[config.mk]
export PLATFORM = sky130hd
export DESIGN_NAME = decode_stage
export DESIGN_NICKNAME = d
export VERILOG_FILES = /design/src/rtl/rv32_pkg.sv /design/src/rtl/imm_gen.sv /design/src/rtl/decode_stage.sv
export SDC_FILE = /design/constraint.sdc
export NUM_CORES = 1
export LEC_CHECK = 0
export CAP_MARGIN = 20
export CORE_MARGIN = 2
export CORE_UTILIZATION = 45
export DETAILED_ROUTE_END_ITERATION = 8
export PLACE_DENSITY = 0.76
export SLEW_MARGIN = 20
export SYNTH_ARGS = -nofsm -noshare
export SYNTH_HDL_FRONTEND = slang
export SYNTH_SLANG_ARGS = --single-unit
[constraint.sdc]
create_clock -name clk -period 4.35 [get_ports clk]
set_input_delay 0.435 -clock clk [delete_from_list [all_inputs] [get_ports clk]]
set_output_delay 0.435 -clock clk [all_outputs]
set_load 0.03 [all_outputs]
[src/rtl/rv32_pkg.sv]
// Shared RV32I decode definitions: opcodes, immediate formats and the decoded bundle.
package rv32_pkg;

    localparam int unsigned XLEN = 32;
    localparam int unsigned ILEN = 32;

    localparam logic [6:0] OP_IMM = 7'b0010011;
    localparam logic [6:0] LOAD   = 7'b0000011;
    localparam logic [6:0] JALR   = 7'b1100111;
    localparam logic [6:0] SYSTEM = 7'b1110011;
    localparam logic [6:0] STORE  = 7'b0100011;
    localparam logic [6:0] BRANCH = 7'b1100011;
    localparam logic [6:0] LUI    = 7'b0110111;
    localparam logic [6:0] AUIPC  = 7'b0010111;
    localparam logic [6:0] JAL    = 7'b1101111;
    localparam logic [6:0] OP     = 7'b0110011;

    typedef enum logic [2:0] {
        FMT_R,
        FMT_I,
        FMT_S,
        FMT_B,
        FMT_U,
        FMT_J,
        FMT_X
    } imm_fmt_e;

    typedef struct packed {
        logic [XLEN-1:0] pc;
        logic [ILEN-1:0] insn;
        logic [6:0]      opcode;
        logic [4:0]      rd;
        logic [4:0]      rs1;
        logic [4:0]      rs2;
        logic [2:0]      funct3;
        logic [6:0]      funct7;
        logic [XLEN-1:0] imm;
        logic            illegal;
    } decoded_t;

endpackage

[src/rtl/imm_gen.sv]
// Combinational opcode classification and immediate generation for RV32I.
module imm_gen
    import rv32_pkg::*;
(
    input  logic [ILEN-1:0] insn_i,
    output logic [XLEN-1:0] imm_c,
    output imm_fmt_e        fmt_c,
    output logic            illegal_c
);

    // Classify the opcode into an immediate format; unknown opcodes are illegal.
    always_comb begin
        fmt_c = FMT_X;
        unique case (insn_i[6:0])
            OP_IMM, LOAD, JALR, SYSTEM: fmt_c = FMT_I;
            STORE:                      fmt_c = FMT_S;
            BRANCH:                     fmt_c = FMT_B;
            LUI, AUIPC:                 fmt_c = FMT_U;
            JAL:                        fmt_c = FMT_J;
            OP:                         fmt_c = FMT_R;
            default:                    fmt_c = FMT_X;
        endcase
        illegal_c = (fmt_c == FMT_X);
    end

    // Assemble and sign-extend the immediate for the selected format.
    always_comb begin
        imm_c = '0;
        unique case (fmt_c)
            FMT_I:   imm_c = {{20{insn_i[31]}}, insn_i[31:20]};
            FMT_S:   imm_c = {{20{insn_i[31]}}, insn_i[31:25], insn_i[11:7]};
            FMT_B:   imm_c = {{19{insn_i[31]}}, insn_i[31], insn_i[7], insn_i[30:25],
                              insn_i[11:8], 1'b0};
            FMT_U:   imm_c = {insn_i[31:12], 12'b0};
            FMT_J:   imm_c = {{11{insn_i[31]}}, insn_i[31], insn_i[19:12], insn_i[20],
                              insn_i[30:21], 1'b0};
            default: imm_c = '0;
        endcase
    end

endmodule

[src/rtl/decode_stage.sv]
// RV32I decode stage: registered output slot behind a one-entry skid buffer.
module decode_stage
    import rv32_pkg::*;
#(
    parameter int unsigned DWIDTH = 32,
    parameter int unsigned AWIDTH = 32
) (
    input  logic              clk,
    input  logic              rst,
    input  logic              flush_i,
    input  logic              valid_i,
    output logic              ready_o,
    input  logic [AWIDTH-1:0] pc_i,
    input  logic [DWIDTH-1:0] insn_i,
    output logic              valid_o,
    input  logic              ready_i,
    output logic [AWIDTH-1:0] pc_o,
    output logic [DWIDTH-1:0] insn_o,
    output logic [6:0]        opcode_o,
    output logic [4:0]        rd_o,
    output logic [4:0]        rs1_o,
    output logic [4:0]        rs2_o,
    output logic [2:0]        funct3_o,
    output logic [6:0]        funct7_o,
    output logic [DWIDTH-1:0] imm_o,
    output logic              illegal_o
);

    logic              out_valid_q, out_valid_d;
    decoded_t          out_q, out_d;
    logic              skid_valid_q, skid_valid_d;
    logic [AWIDTH-1:0] skid_pc_q, skid_pc_d;
    logic [DWIDTH-1:0] skid_insn_q, skid_insn_d;

    logic              accept_c;
    logic              xfer_c;
    logic              out_load_c;
    logic [AWIDTH-1:0] src_pc_c;
    logic [DWIDTH-1:0] src_insn_c;
    logic [XLEN-1:0]   imm_c;
    imm_fmt_e          fmt_c;
    logic              illegal_c;
    decoded_t          dec_c;

    assign ready_o    = !skid_valid_q;
    assign accept_c   = valid_i && ready_o;
    assign xfer_c     = out_valid_q && ready_i;
    assign out_load_c = !out_valid_q || xfer_c;

    // The held skid entry always takes precedence over the live input to keep order.
    always_comb begin
        src_pc_c   = pc_i;
        src_insn_c = insn_i;
        if (skid_valid_q) begin
            src_pc_c   = skid_pc_q;
            src_insn_c = skid_insn_q;
        end
    end

    imm_gen u_imm_gen (
        .insn_i    (ILEN'(src_insn_c)),
        .imm_c     (imm_c),
        .fmt_c     (fmt_c),
        .illegal_c (illegal_c)
    );

    // Field extraction is format-independent; only the immediate depends on the opcode.
    always_comb begin
        dec_c         = '0;
        dec_c.pc      = XLEN'(src_pc_c);
        dec_c.insn    = ILEN'(src_insn_c);
        dec_c.opcode  = src_insn_c[6:0];
        dec_c.rd      = src_insn_c[11:7];
        dec_c.funct3  = src_insn_c[14:12];
        dec_c.rs1     = src_insn_c[19:15];
        dec_c.rs2     = src_insn_c[24:20];
        dec_c.funct7  = src_insn_c[31:25];
        dec_c.imm     = imm_c;
        dec_c.illegal = illegal_c;
    end

    // Next state of output slot and skid entry; flush overrides accept and transfer.
    always_comb begin
        out_valid_d  = out_valid_q;
        out_d        = out_q;
        skid_valid_d = skid_valid_q;
        skid_pc_d    = skid_pc_q;
        skid_insn_d  = skid_insn_q;
        if (flush_i) begin
            out_valid_d  = 1'b0;
            skid_valid_d = 1'b0;
        end else if (out_load_c) begin
            if (skid_valid_q) begin
                out_d        = dec_c;
                out_valid_d  = 1'b1;
                skid_valid_d = 1'b0;
            end else if (accept_c) begin
                out_d       = dec_c;
                out_valid_d = 1'b1;
            end else begin
                out_valid_d = 1'b0;
            end
        end else if (accept_c) begin
            skid_valid_d = 1'b1;
            skid_pc_d    = pc_i;
            skid_insn_d  = insn_i;
        end
    end

    // State registers with synchronous active-low reset.
    always_ff @(posedge clk) begin
        if (!rst) begin
            out_valid_q  <= 1'b0;
            out_q        <= '0;
            skid_valid_q <= 1'b0;
            skid_pc_q    <= '0;
            skid_insn_q  <= '0;
        end else begin
            out_valid_q  <= out_valid_d;
            out_q        <= out_d;
            skid_valid_q <= skid_valid_d;
            skid_pc_q    <= skid_pc_d;
            skid_insn_q  <= skid_insn_d;
        end
    end

    // Format classification and the illegal flag must always agree.
    a_fmt_consistent: assert property (@(posedge clk) illegal_c == (fmt_c == FMT_X));

    assign valid_o   = out_valid_q;
    assign pc_o      = AWIDTH'(out_q.pc);
    assign insn_o    = DWIDTH'(out_q.insn);
    assign opcode_o  = out_q.opcode;
    assign rd_o      = out_q.rd;
    assign rs1_o     = out_q.rs1;
    assign rs2_o     = out_q.rs2;
    assign funct3_o  = out_q.funct3;
    assign funct7_o  = out_q.funct7;
    assign imm_o     = DWIDTH'(out_q.imm);
    assign illegal_o = out_q.illegal;

endmodule

==> results.md <==
- Die Wd: 130 um
- GRT overflow: 0
- Critical Path RT: roughly 4.7 ns
- Pre-antenna DRT Iters: 4
- Htree depth: 4
- Crit path kind: reg -> reg
- Layout cells sized above 1: 0.0483
- Initial Util: 0.464
- Peak Freq: about 300 MHz
- Fin Clk Skew: 0.00651 ns
- I/O pins: 200
- Sequential fraction of the synthesis area: 0.459
- Routability Congestion: roughly 0.8
- Detailed-route via count: approximately 5.8k
- Post-CTS Hold Fix Bufs: 0
- VDD IR-drop max: approximately 0.00025 V
- Worst r2r path cells: 6
- Hold WC Path Type: in -> reg
- Met2 track demand over resource: 0.329
- Crit-path cells: mux2i_1 -> nor4b_1 -> o211ai_2 -> nand3_1 -> and3_1 -> a22o_1
- Largest net degree at the start of global routing: 131
- Vias per cell: around 5.2
- Setup crit end kind: flop
- Syn Inst Count: about 770
- Antenna cells: 0
- Status: complete, no violations
- R2R Path End: imm_o[28]$_SDFFE_PN0P_
- Clk sink count: between 150 and 200
- Pwr/cell area: between 300 and 400 nW/um^2
- Met1 Use GR: 0.267
- Die area: approximately 17,000 sq um
- Worst skew pair latency: ~0.4 ns
- # rows: 45
- Fin. Hold Viols: 0
- Crit path depth: 6
- Slew Limit Fails: 0
- Synth cell types: 47
- Placement Setup Slack: approximately 1.1 ns
- Final period util: 0.763
- Crit path from: skid_valid_q$_SDFFE_PP0P_
- Total power: 3.47 mW
- Slew HR: 0.353
- Drt total wl: roughly 17,000 um
- Post_cts resized: 0
- Detail Route Antenna Nets: 0
- FF-to-FF setup slack: about 1.0 ns
- FFs w/ async S/R, synth: 0
- Initial antenna violation count: 0
- Post-synth top area cell: dfxtp_1
- Max Cap Violations: 0
- Post-synth top area share: 0.459
- Most instantiated library cell after synthesis: nand2_1
- RR Startpoint: skid_valid_q$_SDFFE_PP0P_
- Worst Path Max Fanout: 46
- Post-Syn Nets: approximately 840
- Placed instance count: 1,091
- Main synth FF type: dfxtp_1
- Global-route wire length before repair: ~28,000 um
- Setup violators final: 0
- Crit path buf inv count: 0
- Core ar.: roughly 15,000 sq um
- Most used routing layer: met2
- Post-CTS Setup Bufs: 0
- Met3 GRT Util: 0.0681
- Synth top cells by count: nand2_1 (198), dfxtp_1 (163), a21boi_0 (66), o211a_1 (63), mux2i_1 (62)
- Area Overhead vs Synth: 33.4%
- WL/cell: between 15 and 20 um
- CTS tree: done
- Multi-input combinational cell area: between 3000 and 4000 sq um
- Clock slew seen by the registers of the worst setup and hold paths: roughly 0.06 ns
- Fin Setup TNS: 0 ns
- CP max stage cell: dfxtp_4
- Hold_ws: 0.440 ns
- Clock root buffer: clkbuf_16
- Fill cells: 1,392
- Worst Setup Start Kind: flop
- Nets: 968
- End-of-flow core utilization: 0.619
- #FFs+latches synth: roughly 160
- Setup slack after layout: around 1.0 ns
- Final Cell Area: 9480 sq um
- Worst path max stage delay: 0.81 ns
- Delay-heaviest family, CP: simple AND/OR/NAND/NOR gates
- Post-DP Area: 8920 sq um
- # port buffers: 199
- Unrepaired setup endpoints after global routing: false
- Total Routing Usage GR: 0.207
- Final worst path period need: approximately 3.3 ns
- Syn avg cell area: approximately 9 sq um
- Post-DP HPWL: roughly 12,000 um
- Mapped Area: a little over 7000 sq um
- Vias in the first global route: ~5.3k
- DRT iter0 DRCs: about 320
- Die span in y: 130 um
- CTS Buf Count: 17
- P_leak: between 3 and 4 nW
- Post-synth EDFFs: 0
- Critical path arrival: 3.67 ns
- Setup crit end: imm_o[28]$_SDFFE_PN0P_
- Yosys warns: 0
- Min-delay src: rst
- Top cells by area, synth: dfxtp_1 (46%), nand2_1 (10%), o211a_1 (8.9%)
- DR DRC count: 0
- Register area: ~3300 sq um
- Slew @ Worst Pin: slightly below 1 ns
- CTS max path bufs: 2
- Final Instance Count excl. Fillers: between 1k and 1.5k
-- where the power goes --
part,switching (mW),internal (mW)
combinational,0.268,0.223
clock,0.575,0.831
sequential,0.0312,1.54
total,0.875,2.59
-- placed cells by master (no fill, tap or decap), drive strengths merged, types with 7 or more instances in the layout --
master         synthesis  routed
inv                    8       8
nand2                198     198
a21boi                66      66
a22o                  25      25
mux2i                 63      63
o21ai                 21      21
o211a                 63      63
clkdlybuf4s50          0     198
clkbuf                44      24
a22oi                  7       7
dfxtp                163     163
nor2b                  7       7
-- registers in the layout, indices dropped and copies added (netlist names) --
name and cells:
skid_pc_q 32, imm_o 32, illegal_o 1, skid_valid_q 1
valid_o 1, pc_o 32, skid_insn_q 32, insn_o 32
-- kinds of logic (layout without fill, tap and decap cells) --
logic type      count (synthesis)  in the layout  synth area share
simple gates                  233            233             0.135
compound gates                205            205             0.236
flops                         163            163             0.459
buf+inv                       100            243            0.0753
mux                            66             66            0.0940
xor+xnor                        1              1           0.00123
-- area by class of cell --
cell class | count | area share
tap | 211 | 0.0278
multi-input combinational | 505 | 0.350
clock inverter | 7 | 0.00805
clock buffer | 24 | 0.0508
sequential | 163 | 0.345
timing repair buffer | 204 | 0.215
inverter | 8 | 0.00317
-- worst min-delay path by stage --
stage	end	depth (start not counted)
after global placement	skid_insn_q[25]$_SDFFE_PN0P_	2
final	insn_o[27]$_SDFFE_PN0P_	2
after CTS	insn_o[27]$_SDFFE_PN0P_	2
after detailed placement	skid_insn_q[29]$_SDFFE_PN0P_	2
after global routing	insn_o[25]$_SDFFE_PN0P_	2
after floorplan	skid_insn_q[31]$_SDFFE_PN0P_	2
-- per-layer routing --
metal / part of all wire / vias up
met1: 0.45 / 2722
met4: 0.016 / 0
met5: 0 / -
met3: 0.074 / 20
met2: 0.46 / 167
li1: - / 2909
Note: power is estimated with default switching activity, not from simulation.
